==> src/rtl/pcie_sym_pkg.sv <==
// -----------------------------------------------------------------------------
// pcie_sym_pkg
// Shared definitions for the PCIe symbol-stream framing monitor:
//   - 8b/10b K-code values used by the framing parser
//   - parser state enum (IDLE / TLP / DLLP / OS)
//   - per-symbol event struct produced by one parser step
//   - count8(): population count of an 8-bit event vector (one bit per lane)
// -----------------------------------------------------------------------------
package pcie_sym_pkg;

    localparam logic [7:0] K_COM = 8'hBC;
    localparam logic [7:0] K_SKP = 8'h1C;
    localparam logic [7:0] K_IDL = 8'h7C;
    localparam logic [7:0] K_STP = 8'hFB;
    localparam logic [7:0] K_SDP = 8'h5C;
    localparam logic [7:0] K_END = 8'hFD;
    localparam logic [7:0] K_EDB = 8'hFE;

    localparam int         LANES     = 8;
    localparam logic [15:0] DLLP_SYMS = 16'd8;

    typedef enum logic [1:0] {
        ST_IDLE = 2'd0,
        ST_TLP  = 2'd1,
        ST_DLLP = 2'd2,
        ST_OS   = 2'd3
    } sym_state_t;

    // Field order fixes the bit order of the packed 5-bit event bus.
    typedef struct packed {
        logic tlp;   // good TLP closed by END
        logic dllp;  // good DLLP closed by END
        logic nul;   // TLP nullified by EDB
        logic skp;   // first SKP of an ordered set
        logic err;   // framing error
    } sym_evt_t;

    function automatic logic [3:0] count8(input logic [7:0] v);
        logic [3:0] c;
        c = '0;
        for (int i = 0; i < 8; i++) begin
            c = c + {3'b000, v[i]};
        end
        return c;
    endfunction

endpackage

==> src/rtl/pcie_sym_monitor_step.sv <==
// -----------------------------------------------------------------------------
// pcie_sym_step
// Purely combinational single-symbol step of the framing parser. The top
// chains eight of these so a whole 8-symbol beat is parsed in one cycle.
//
// Ports
//   state_in  [1:0]  parser state before this symbol (sym_state_t encoding)
//   len_in    [15:0] frame length so far (TLP/DLLP: symbols incl. STP/SDP;
//                    OS: 0 = no SKP seen yet, 1 = SKP already counted)
//   sym       [7:0]  symbol byte
//   sym_k            K flag of the symbol
//   state_out [1:0]  parser state after this symbol
//   len_out   [15:0] frame length after this symbol (0 whenever IDLE)
//   evt_out   [4:0]  sym_evt_t events raised by this symbol
//   close_len [15:0] length of the TLP closed here (valid with evt tlp bit)
//
// Build option SYM_MON_DLLP_LEN_EN: DLLPs must be exactly 8 symbols SDP..END.
// -----------------------------------------------------------------------------
module pcie_sym_step
    import pcie_sym_pkg::*;
#(
    parameter int MAX_TLP_SYMS = 1100
) (
    input  logic [1:0]  state_in,
    input  logic [15:0] len_in,
    input  logic [7:0]  sym,
    input  logic        sym_k,
    output logic [1:0]  state_out,
    output logic [15:0] len_out,
    output logic [4:0]  evt_out,
    output logic [15:0] close_len
);

    localparam logic [15:0] MAX_LEN = 16'(MAX_TLP_SYMS);

    sym_state_t  cur_st;
    sym_state_t  nxt_st;
    logic [15:0] len_nxt;
    logic [15:0] len_inc;
    sym_evt_t    ev;

    always_comb begin
        cur_st    = sym_state_t'(state_in);
        nxt_st    = cur_st;
        len_nxt   = len_in;
        ev        = '0;
        close_len = '0;
        // length including the current symbol, saturating
        len_inc   = (len_in == 16'hFFFF) ? len_in : len_in + 16'd1;

        // Any non-SKP symbol ends an ordered set and is then parsed as if
        // it had arrived in IDLE (so COM,SKP,STP opens a TLP directly).
        if (cur_st == ST_OS && !(sym_k && sym == K_SKP)) begin
            cur_st  = ST_IDLE;
            nxt_st  = ST_IDLE;
            len_nxt = '0;
        end

        case (cur_st)
            ST_IDLE: begin
                if (sym_k) begin
                    case (sym)
                        K_STP: begin nxt_st = ST_TLP;  len_nxt = 16'd1; end
                        K_SDP: begin nxt_st = ST_DLLP; len_nxt = 16'd1; end
                        K_COM: begin nxt_st = ST_OS;   len_nxt = 16'd0; end
                        K_END, K_EDB: ev.err = 1'b1;
                        default: ;
                    endcase
                end
            end

            ST_TLP: begin
                if (sym_k) begin
                    case (sym)
                        // a new start inside a TLP is an error but still opens a frame
                        K_STP: begin ev.err = 1'b1; nxt_st = ST_TLP;  len_nxt = 16'd1; end
                        K_SDP: begin ev.err = 1'b1; nxt_st = ST_DLLP; len_nxt = 16'd1; end
                        K_END: begin
                            if (len_inc > MAX_LEN) begin
                                ev.err = 1'b1;
                            end else begin
                                ev.tlp    = 1'b1;
                                close_len = len_inc;
                            end
                            nxt_st = ST_IDLE;
                        end
                        K_EDB: begin ev.nul = 1'b1; nxt_st = ST_IDLE; end
                        default: begin ev.err = 1'b1; nxt_st = ST_IDLE; end
                    endcase
                end else if (len_inc > MAX_LEN) begin
                    ev.err = 1'b1;
                    nxt_st = ST_IDLE;
                end else begin
                    len_nxt = len_inc;
                end
            end

            ST_DLLP: begin
                if (sym_k) begin
                    if (sym == K_END) begin
`ifdef SYM_MON_DLLP_LEN_EN
                        if (len_inc == DLLP_SYMS) ev.dllp = 1'b1;
                        else                      ev.err  = 1'b1;
`else
                        ev.dllp = 1'b1;
`endif
                    end else begin
                        ev.err = 1'b1;
                    end
                    nxt_st = ST_IDLE;
                end else begin
`ifdef SYM_MON_DLLP_LEN_EN
                    // the 8th symbol must be END; data there kills the DLLP
                    if (len_inc == DLLP_SYMS) begin
                        ev.err = 1'b1;
                        nxt_st = ST_IDLE;
                    end else begin
                        len_nxt = len_inc;
                    end
`else
                    len_nxt = len_inc;
`endif
                end
            end

            ST_OS: begin
                // only SKP reaches here; count it once per ordered set
                if (len_in == 16'd0) ev.skp = 1'b1;
                len_nxt = 16'd1;
            end

            default: nxt_st = ST_IDLE;
        endcase

        if (nxt_st == ST_IDLE) len_nxt = '0;
    end

    assign state_out = nxt_st;
    assign len_out   = len_nxt;
    assign evt_out   = ev;

endmodule

==> src/rtl/pcie_sym_monitor.sv <==
// -----------------------------------------------------------------------------
// pcie_sym_monitor
// Passive framing monitor for an 8-lane PCIe symbol stream. Each beat carries
// 8 symbols (symbol 0 earliest); the beat is parsed in one cycle by a chain of
// eight pcie_sym_step instances, and saturating event counters are updated.
// All outputs are registered: results of a beat appear one cycle later.
//
// Parameters
//   CNT_W        width of every event counter (saturating, CNT_W >= 4)
//   MAX_TLP_SYMS TLP longer than this (STP..END inclusive) is a framing error
//   L0_STATE     ltssm encoding of L0; parsing only happens in this state
//
// Ports
//   CLK, RESET            clock, synchronous active-high reset
//   clr                   synchronous clear, same effect as RESET
//   sym_val               beat valid
//   sym_data [63:0]       symbol i = sym_data[8i+7:8i]
//   sym_datak [7:0]       K flag of symbol i
//   ltssm [4:0]           current LTSSM state
//   tlp_cnt/dllp_cnt/null_cnt/skp_cnt/err_cnt  saturating event counters
//   tlp_done              pulse: good TLP(s) closed in the previous beat
//   tlp_len [15:0]        length of the last good TLP closed
//   err_pulse             pulse: framing error(s) in the previous beat
//   dbg_state [1:0]       parser state carried between beats (sym_state_t)
//
// Beat transfer: sym_val alone qualifies a beat. There is no ready; every
// beat with sym_val=1 is consumed on the rising edge it is sampled, and a
// beat with sym_val=0 leaves the parser state untouched.
//
// Build option SYM_MON_DLLP_LEN_EN: enforce 8-symbol DLLPs (see pcie_sym_step).
// -----------------------------------------------------------------------------
module pcie_sym_monitor
    import pcie_sym_pkg::*;
#(
    parameter int         CNT_W        = 16,
    parameter int         MAX_TLP_SYMS = 1100,
    parameter logic [4:0] L0_STATE     = 5'h0F
) (
    input  logic             CLK,
    input  logic             RESET,
    input  logic             clr,
    input  logic             sym_val,
    input  logic [63:0]      sym_data,
    input  logic [7:0]       sym_datak,
    input  logic [4:0]       ltssm,
    output logic [CNT_W-1:0] tlp_cnt,
    output logic [CNT_W-1:0] dllp_cnt,
    output logic [CNT_W-1:0] null_cnt,
    output logic [CNT_W-1:0] skp_cnt,
    output logic [CNT_W-1:0] err_cnt,
    output logic             tlp_done,
    output logic [15:0]      tlp_len,
    output logic             err_pulse,
    output logic [1:0]       dbg_state
);

    sym_state_t  state_q;
    logic [15:0] len_q;

    // state/length threaded through the eight lanes of one beat
    logic [1:0]  st_chain  [0:LANES];
    logic [15:0] len_chain [0:LANES];
    logic [4:0]  evt_bits  [0:LANES-1];
    logic [15:0] close_len [0:LANES-1];

    assign st_chain[0]  = state_q;
    assign len_chain[0] = len_q;

    for (genvar g = 0; g < LANES; g++) begin : g_lane
        pcie_sym_step #(
            .MAX_TLP_SYMS (MAX_TLP_SYMS)
        ) u_step (
            .state_in  (st_chain[g]),
            .len_in    (len_chain[g]),
            .sym       (sym_data[8*g +: 8]),
            .sym_k     (sym_datak[g]),
            .state_out (st_chain[g+1]),
            .len_out   (len_chain[g+1]),
            .evt_out   (evt_bits[g]),
            .close_len (close_len[g])
        );
    end

    // Gather per-lane events into one vector per event kind, and pick the
    // length of the latest good TLP in the beat (highest lane wins).
    sym_evt_t    ev_tmp;
    logic [7:0]  v_tlp, v_dllp, v_null, v_skp, v_err;
    logic [15:0] last_len;

    always_comb begin
        ev_tmp   = '0;
        v_tlp    = '0;
        v_dllp   = '0;
        v_null   = '0;
        v_skp    = '0;
        v_err    = '0;
        last_len = tlp_len;
        for (int i = 0; i < LANES; i++) begin
            ev_tmp    = sym_evt_t'(evt_bits[i]);
            v_tlp[i]  = ev_tmp.tlp;
            v_dllp[i] = ev_tmp.dllp;
            v_null[i] = ev_tmp.nul;
            v_skp[i]  = ev_tmp.skp;
            v_err[i]  = ev_tmp.err;
            if (ev_tmp.tlp) last_len = close_len[i];
        end
    end

    // Add up to 8 events; the extra top bit catches overflow so the counter
    // sticks at all-ones instead of wrapping.
    function automatic logic [CNT_W-1:0] sat_add(input logic [CNT_W-1:0] c,
                                                 input logic [3:0]       inc);
        logic [CNT_W:0] s;
        s = {1'b0, c} + {{(CNT_W-3){1'b0}}, inc};
        return s[CNT_W] ? {CNT_W{1'b1}} : s[CNT_W-1:0];
    endfunction

    always_ff @(posedge CLK) begin
        if (RESET || clr) begin
            state_q   <= ST_IDLE;
            len_q     <= '0;
            tlp_cnt   <= '0;
            dllp_cnt  <= '0;
            null_cnt  <= '0;
            skp_cnt   <= '0;
            err_cnt   <= '0;
            tlp_done  <= 1'b0;
            tlp_len   <= '0;
            err_pulse <= 1'b0;
        end else begin
            tlp_done  <= 1'b0;
            err_pulse <= 1'b0;
            if (sym_val) begin
                if (ltssm != L0_STATE) begin
                    // link not in L0: drop any open frame, count nothing
                    state_q <= ST_IDLE;
                    len_q   <= '0;
                end else begin
                    state_q   <= sym_state_t'(st_chain[LANES]);
                    len_q     <= len_chain[LANES];
                    tlp_cnt   <= sat_add(tlp_cnt,  count8(v_tlp));
                    dllp_cnt  <= sat_add(dllp_cnt, count8(v_dllp));
                    null_cnt  <= sat_add(null_cnt, count8(v_null));
                    skp_cnt   <= sat_add(skp_cnt,  count8(v_skp));
                    err_cnt   <= sat_add(err_cnt,  count8(v_err));
                    tlp_done  <= |v_tlp;
                    err_pulse <= |v_err;
                    tlp_len   <= last_len;
                end
            end
        end
    end

    assign dbg_state = state_q;

endmodule
==> config.mk <==
export PLATFORM = sky130hd
export DESIGN_NAME = pcie_sym_monitor
export DESIGN_NICKNAME = d
export VERILOG_FILES = /design/src/rtl/pcie_sym_pkg.sv /design/src/rtl/pcie_sym_monitor_step.sv /design/src/rtl/pcie_sym_monitor.sv
export SDC_FILE = /design/constraint.sdc
export NUM_CORES = 1
export LEC_CHECK = 0
export ABC_AREA = 0
export BUFFER_PORTS_ARGS = -buffer_cell sky130_fd_sc_hd__buf_2
export CORE_MARGIN = 10
export CORE_UTILIZATION = 40
export CTS_BUF_LIST = sky130_fd_sc_hd__clkbuf_8
export DETAILED_ROUTE_END_ITERATION = 7
export HOLD_SLACK_MARGIN = 0.05
export PLACE_DENSITY_LB_ADDON = 0.25
export SLEW_MARGIN = 20
export SYNTH_ARGS = -nofsm -noshare
export SYNTH_HDL_FRONTEND = slang
export SYNTH_SLANG_ARGS = --single-unit
==> constraint.sdc <==
create_clock -name CLK -period 37 [get_ports CLK]
set_clock_uncertainty 0.15 [all_clocks]
set_input_delay 7.4 -clock CLK [delete_from_list [all_inputs] [get_ports CLK]]
set_output_delay 7.4 -clock CLK [all_outputs]
set_load 0.01 [all_outputs]
Yosys cells after proc, flatten, opt, wreduce, memory -nomap -nowiden
Cells that the tools add are included.
- flip-flop bits (word level): 116
- input bits: 81
- output and inout port bits: 100
- logic and storage cells: 579
- add/sub/neg operators: 48
- $lt $le $gt $ge: 8
- equality and inequality tests: 89
- multiplexer cells: 351
- bitwise operators: 2
- reduce and logical (&&, ||, !) cells: 71
- operator list (operator ; number):
    16-bit two-way mux ; 110
    16-bit one-hot mux with 4 select lines ; 8
    8-bit == test, second input constant ; 32
    16-bit one-hot mux with 2 select lines ; 8
    1-bit two-way mux ; 144
    16-bit by 1-bit adder with 16-bit output, second input constant ; 8
    16-bit == test, second input constant ; 8
    16-bit by 11-bit greater-than comparator with 1-bit output, second input constant ; 8
    16-bit logical NOT ; 8
    2-bit one-hot mux with 3 select lines ; 16
    16-bit by 4-bit adder with 17-bit output ; 5
    2-bit two-way mux ; 41
    4-bit by 1-bit adder with 4-bit output ; 20
    8-bit by 5-bit == test with 1-bit output, second input constant ; 8
    8-bit by 7-bit == test with 1-bit output, second input constant ; 8
    2-bit == test, second input constant ; 24
    2-bit logical NOT ; 16
    2-bit one-hot mux with 2 select lines ; 8
    2-bit OR reduction ; 16
    1-bit one-hot mux with 3 select lines ; 8
    3-bit by 1-bit adder with 4-bit output ; 5
    2-bit by 1-bit == test with 1-bit output, second input constant ; 8
    1-bit logical AND ; 16
    1-bit one-hot mux with 2 select lines ; 8
    11 further kinds ; 28

Longest topological paths before layout
- depth after elaboration: 68
- gate-level depth with buffers: 110

Hierarchy
A second synthesis with hierarchy kept.
- cells, all modules: 3190
- area total of the unflattened synthesis: 22118.7 um^2
- modules (own cells, without submodules) (module ; instances ; cells each ; area each (um^2) ; sequential area each (um^2)):
    pcie_sym_step (g_lane[0].u_step ...) ; 5 ; 289 ; 1828.0 ; 0.0
    pcie_sym_monitor ; 1 ; 831 ; 7221.9 ; 2322.2
    pcie_sym_step (g_lane[5].u_step) ; 1 ; 312 ; 2035.7 ; 0.0
    pcie_sym_step (g_lane[6].u_step) ; 1 ; 303 ; 1911.8 ; 0.0
    pcie_sym_step (g_lane[7].u_step) ; 1 ; 299 ; 1809.2 ; 0.0

Least setup slack after synthesis
No wires, ideal clock.
- path type: in2reg
- start: input port sym_data[1]
- end: register err_cnt[13]
- library setup time: 0.132 ns
- data arrival time: 30.638 ns
- data required time: 36.718 ns
- path slack: 6.080 ns
- stages: 99
- path buffers: 8
- path through: nand4bb_1 buf_2 o311a_1 a211oi_1 a21oi_1 a21oi_1 a21oi_1 nor4_4 ha_1 or3b_1 buf_2 o211a_1 or3b_1 a32oi_1 o21ai_1 nor3b_1 o21ai_4 inv_2 [63 not listed] nand3_1 mux2i_1 a2111oi_4 nor2_1 a21oi_1 fa_1 inv_1 fa_1 fa_1 a21o_1 a21oi_1 nor2b_1 o211a_1 and3_1 clkbuf_1 nand3_1 xor2_1 a21oi_1
- word-level cells in the longest chain between the ends: 68
- elaborated cells between the ends (all ways): 249
- those cells by class: 15 x add/sub; 7 x order compare; 43 x eq/ne; 157 x mux; 27 x reduce/logical
- ends and longest elaborated chain (item ; RTL line ; RTL):
    from (decl) ; pcie_sym_monitor.sv:43 ; input logic [63:0] sym_data,
    8-bit by 5-bit == test with 1-bit output ; pcie_sym_monitor_step.sv:53 ; if (cur_st == ST_OS && !(sym_k && sym == K_SKP)) begin
    1-bit logical AND ; pcie_sym_monitor_step.sv:53 ;
    1-bit logical NOT ; pcie_sym_monitor_step.sv:53 ;
    1-bit logical AND ; pcie_sym_monitor_step.sv:53 ;
    2-bit two-way mux ; pcie_sym_monitor_step.sv:53 ;
    2-bit one-hot mux with 3 select lines or 2-bit two-way mux (tied branches) ; pcie_sym_monitor_step.sv:62, pcie_sym_monitor_step.sv:90 ;
    2-bit two-way mux, on equally long branches ; pcie_sym_monitor_step.sv:61, pcie_sym_monitor_step.sv:73 ;
    2-bit one-hot mux with 3 select lines ; pcie_sym_monitor_step.sv:59 ; case (cur_st)
    [52 not listed] ; n/a ;
    16-bit by 11-bit greater-than comparator with 1-bit output ; pcie_sym_monitor_step.sv:79, pcie_sym_monitor_step.sv:90 ;
    1-bit two-way mux ; pcie_sym_monitor_step.sv:79, pcie_sym_monitor_step.sv:90 ;
    1-bit one-hot mux with 2 select lines ; pcie_sym_monitor_step.sv:74 ; case (sym)
    1-bit two-way mux ; pcie_sym_monitor_step.sv:73 ; if (sym_k) begin
    1-bit one-hot mux with 3 select lines ; pcie_sym_monitor_step.sv:59 ;
    4-bit by 1-bit adder with 4-bit output * ; pcie_sym_pkg.sv:42 ; c = c + {3'b000, v[i]};
    16-bit by 4-bit adder with 17-bit output * ; pcie_sym_monitor.sv:114 ; s = {1'b0, c} + {{(CNT_W-3){1'b0}}, inc};
    16-bit two-way mux * ; pcie_sym_monitor.sv:115 ; return s[CNT_W] ? {CNT_W{1'b1}} : s[CNT_W-1:0];
    to (signal assigned) ; pcie_sym_monitor.sv:145 ; err_cnt <= sat_add(err_cnt, count8(v_err));
    to (decl) ; pcie_sym_monitor.sv:50 ; output logic [CNT_W-1:0] err_cnt,
Every way passes the cells marked *; elsewhere a longest branch is shown, timed or not.
A chain may end at the register's enable or synchronous reset.

Worst setup path after layout
- start: input port sym_datak[0]
- end: register err_cnt[10]
- word-level cells in the longest chain between the ends: 67
- elaborated cells between the ends (all ways): 237
- those cells by class: 15 x add/sub; 7 x order compare; 37 x eq/ne; 153 x mux; 25 x reduce/logical
- ends and longest elaborated chain (item ; RTL line ; RTL):
    from (decl) ; pcie_sym_monitor.sv:44 ; input logic [7:0] sym_datak,
    1-bit logical AND ; pcie_sym_monitor_step.sv:53 ;
    1-bit logical NOT ; pcie_sym_monitor_step.sv:53 ;
    1-bit logical AND ; pcie_sym_monitor_step.sv:53 ;
    2-bit two-way mux ; pcie_sym_monitor_step.sv:53 ;
    2-bit one-hot mux with 3 select lines or 2-bit two-way mux (tied branches) ; pcie_sym_monitor_step.sv:62, pcie_sym_monitor_step.sv:90 ;
    2-bit two-way mux, on equally long branches ; pcie_sym_monitor_step.sv:61, pcie_sym_monitor_step.sv:73 ;
    2-bit one-hot mux with 3 select lines ; pcie_sym_monitor_step.sv:59 ;
    2-bit logical NOT ; pcie_sym_monitor_step.sv:135 ; if (nxt_st == ST_IDLE) len_nxt = '0;
    [51 not listed] ; n/a ;
    16-bit by 11-bit greater-than comparator with 1-bit output ; pcie_sym_monitor_step.sv:79, pcie_sym_monitor_step.sv:90 ;
    1-bit two-way mux ; pcie_sym_monitor_step.sv:79, pcie_sym_monitor_step.sv:90 ;
    1-bit one-hot mux with 2 select lines ; pcie_sym_monitor_step.sv:74 ;
    1-bit two-way mux ; pcie_sym_monitor_step.sv:73 ;
    1-bit one-hot mux with 3 select lines ; pcie_sym_monitor_step.sv:59 ;
    4-bit by 1-bit adder with 4-bit output * ; pcie_sym_pkg.sv:42 ;
    16-bit by 4-bit adder with 17-bit output * ; pcie_sym_monitor.sv:114 ;
    16-bit two-way mux * ; pcie_sym_monitor.sv:115 ;
Marked as above.

==> metrics <==
outcome=complete, no violations; placed cell area=21,500 µm²; Slew @ Worst Pin=1200 ps; starting density of the core=0.403; Clock Sinks=116; Final Cycle Share=0.948; drt first pass iters=6; worst path arrival time=35,230 ps; Mapped Area=20,200 µm²; TNS Setup=0 ps; Root Driver=clkbuf_8; RSZ-0062 raised after global routing=false; PD cells=12.5 nW/µm²; Max Cap Violations=0; GRT Total Usage=0.267; Worst R2R Path Depth=95; reg-to-reg slack, setup=8030 ps; Setup Fix Bufs, Post-CTS=0; Vias=24,800; initial detailed-routing violation count=2,818; gr ovfl total=0; Die Y=245 µm; fmax=28.5 MHz; Die W=245 µm; Slew Limit Fails=0; nets=3,188; global-route wire length before repair=131,000 µm; Area growth syn-to-layout=8.86%; Core ar.=50,100 µm²; wire per inst=22.9 µm; largest stage delay on the critical path=630 ps; Routed Antenna Nets=0; post-cts resize count=0; Syn Area/Cell=6.84 µm²; hold_buf cts=0; Synth warnings=0; WP data required=37,150 ps; maximum clock path buffer count=2; Pleak=7.94 nW; WHS Path Cells=2; initial antenna violation count=5; Distinct cells, synth=128; Critical-path top delay cell=o311ai_1; endpoints failing setup=0; crit end category=flop; Slew HR=0.191; largest net degree at the start of global routing=65; syn_nets=3,104; vias per cell=6.67; drt drc=0; io pins=181; top_reg_cell synth=dfxtp_1; post-synthesis sequential area ratio=0.115; endpoints failing hold=0; Critical Path Fanout Max=34; top-area cell type share of the netlist area=0.115; H-tree depth=4; post-DP HPWL=69,000 µm; Crit Path Class=input pin to flop; Synth area leader=dfxtp_1; largest cells by area after synthesis=dfxtp_1, nand2_1, a21oi_1, nor2_1, nand3_1; Post-Synthesis Cells=2,952; CTS tree=yes; clk slew on worst S/H paths=80 ps; Post-synth EDFFs=0; TritonCTS buffer count=17; Hold Path Class=flop to flop; Yosys reg bits=116; post-route design area=22,000 µm²; vias in the first global route=22,700; clk_lat worst skew=440 ps; layout cells sized above 1=0.124; nature of the critical path startpoint=input pin; Final Util=0.439; min Tclk post-route=35,080 ps; GPL Wtd Cong=1.04; row count=82; Post-synth ARST share=0; peak supply drop=0.0000239 V; final wirelength=85,200 µm; die area=59,800 µm²; count of input and output buffers=180
[power by group]
part           internal [mW]  total (mW)  switching, mW  leakage [nW]
Sequential             0.125       0.125      0.0000953         0.934
Clock                 0.0615       0.122         0.0606         0.201
Combinational        0.00910      0.0284         0.0193          6.80
[final timing paths]
kind | start | to
max reg2reg | len_q[0] | err_cnt[10]
min reg2reg | tlp_len[0] | tlp_len[0]
max | sym_datak[0] | err_cnt[10]
min | tlp_len[0] | tlp_len[0]
[flip-flops by register name, summed over array words and instances, names as in the netlist]
register and flops:
dbg_state 2, dllp_cnt 16, err_cnt 16, err_pulse 1, len_q 16, null_cnt 16, skp_cnt 16, tlp_cnt 16
tlp_done 1, tlp_len 16
[placed cells by master (no fill, tap or decap), drive strengths merged, types with 39 or more instances in the layout]
cell type  count
nand4         70
ha            46
xor2          65
o211ai        64
nand2        330
xnor2         88
nor2         269
dfxtp        116
nor4          51
a21o          39
o21ai        174
inv          104
a21oi        206
nand3        158
or3           39
buf          204
a31oi         57
and2          47
nand2b        44
and3          69
nor3         113
[final cells by class]
type,instances,area [µm²]
Antenna cell,1,2.50
Clock buffer,17,234
Clock inverter,15,171
Fill cell,5339,28100
Inverter,99,372
Multi-Input combinational cell,2598,17000
Sequential cell,116,2320
Tap cell,672,841
Timing Repair Buffer,204,1080
[metrics by stage]
stage	setup WS, ps	power (mW)	instances	hold slack, ps
6_report	1920	0.275	3722	312
5_1_grt	8.47	0.287	3721	341
4_1_cts	1970	0.278	3721	313
3_5_place_dp	1560	0.155	3689	296
3_3_place_gp	2620	0.155	3689	294
2_1_floorplan	6080	0.144	2952	326
[routing by layer]
| layer | share of wire | track usage |
|---|---|---|
| met3 | 0.094 | 0.0545 |
| met5 | 0.00067 | 0 |
| met4 | 0.040 | 0.0994 |
| met2 | 0.44 | 0.425 |
| met1 | 0.42 | 0.351 |
[cells in the mapped netlist (15+ instances only)]
library cell,count
inv_1,94
and3_1,68
nor3b_1,31
a211o_1,15
mux2i_1,35
a211oi_1,32
dfxtp_1,116
o21a_1,34
a21oi_1,202
and4_1,20
nand3_1,157
nand4_1,68
or2_2,27
ha_1,46
or4_1,18
and2_1,47
o31ai_1,24
xor2_1,65
o21ai_0,141
nor4_1,40
xnor2_1,87
o2111ai_1,15
fa_1,25
nand2_1,328
o21ai_1,30
o211ai_1,63
clkbuf_1,97
a21o_1,39
nor2_1,268
nand2b_1,44
nor2b_1,30
or3_1,39
o31a_1,17
a31oi_1,57
o22ai_1,28
nor3_1,110
buf_2,30
[cell families after synthesis]
family | count (synthesis) | share of synthesized area
compound gates | 940 | 0.329
xor+xnor | 153 | 0.0668
fa+ha+maj | 71 | 0.0533
buf+inv | 238 | 0.0476
flops | 116 | 0.115
mux | 50 | 0.0258
simple gates | 1384 | 0.362
[worst max-delay path: cells and delay by family]
family	cells	cell delay [ps]
simple gates	35	10020
xor+xnor	2	520
fa+ha+maj	11	3470
buf+inv	9	1470
compound gates	35	11080
mux	3	1140
(Power assumes the default switching activity.)
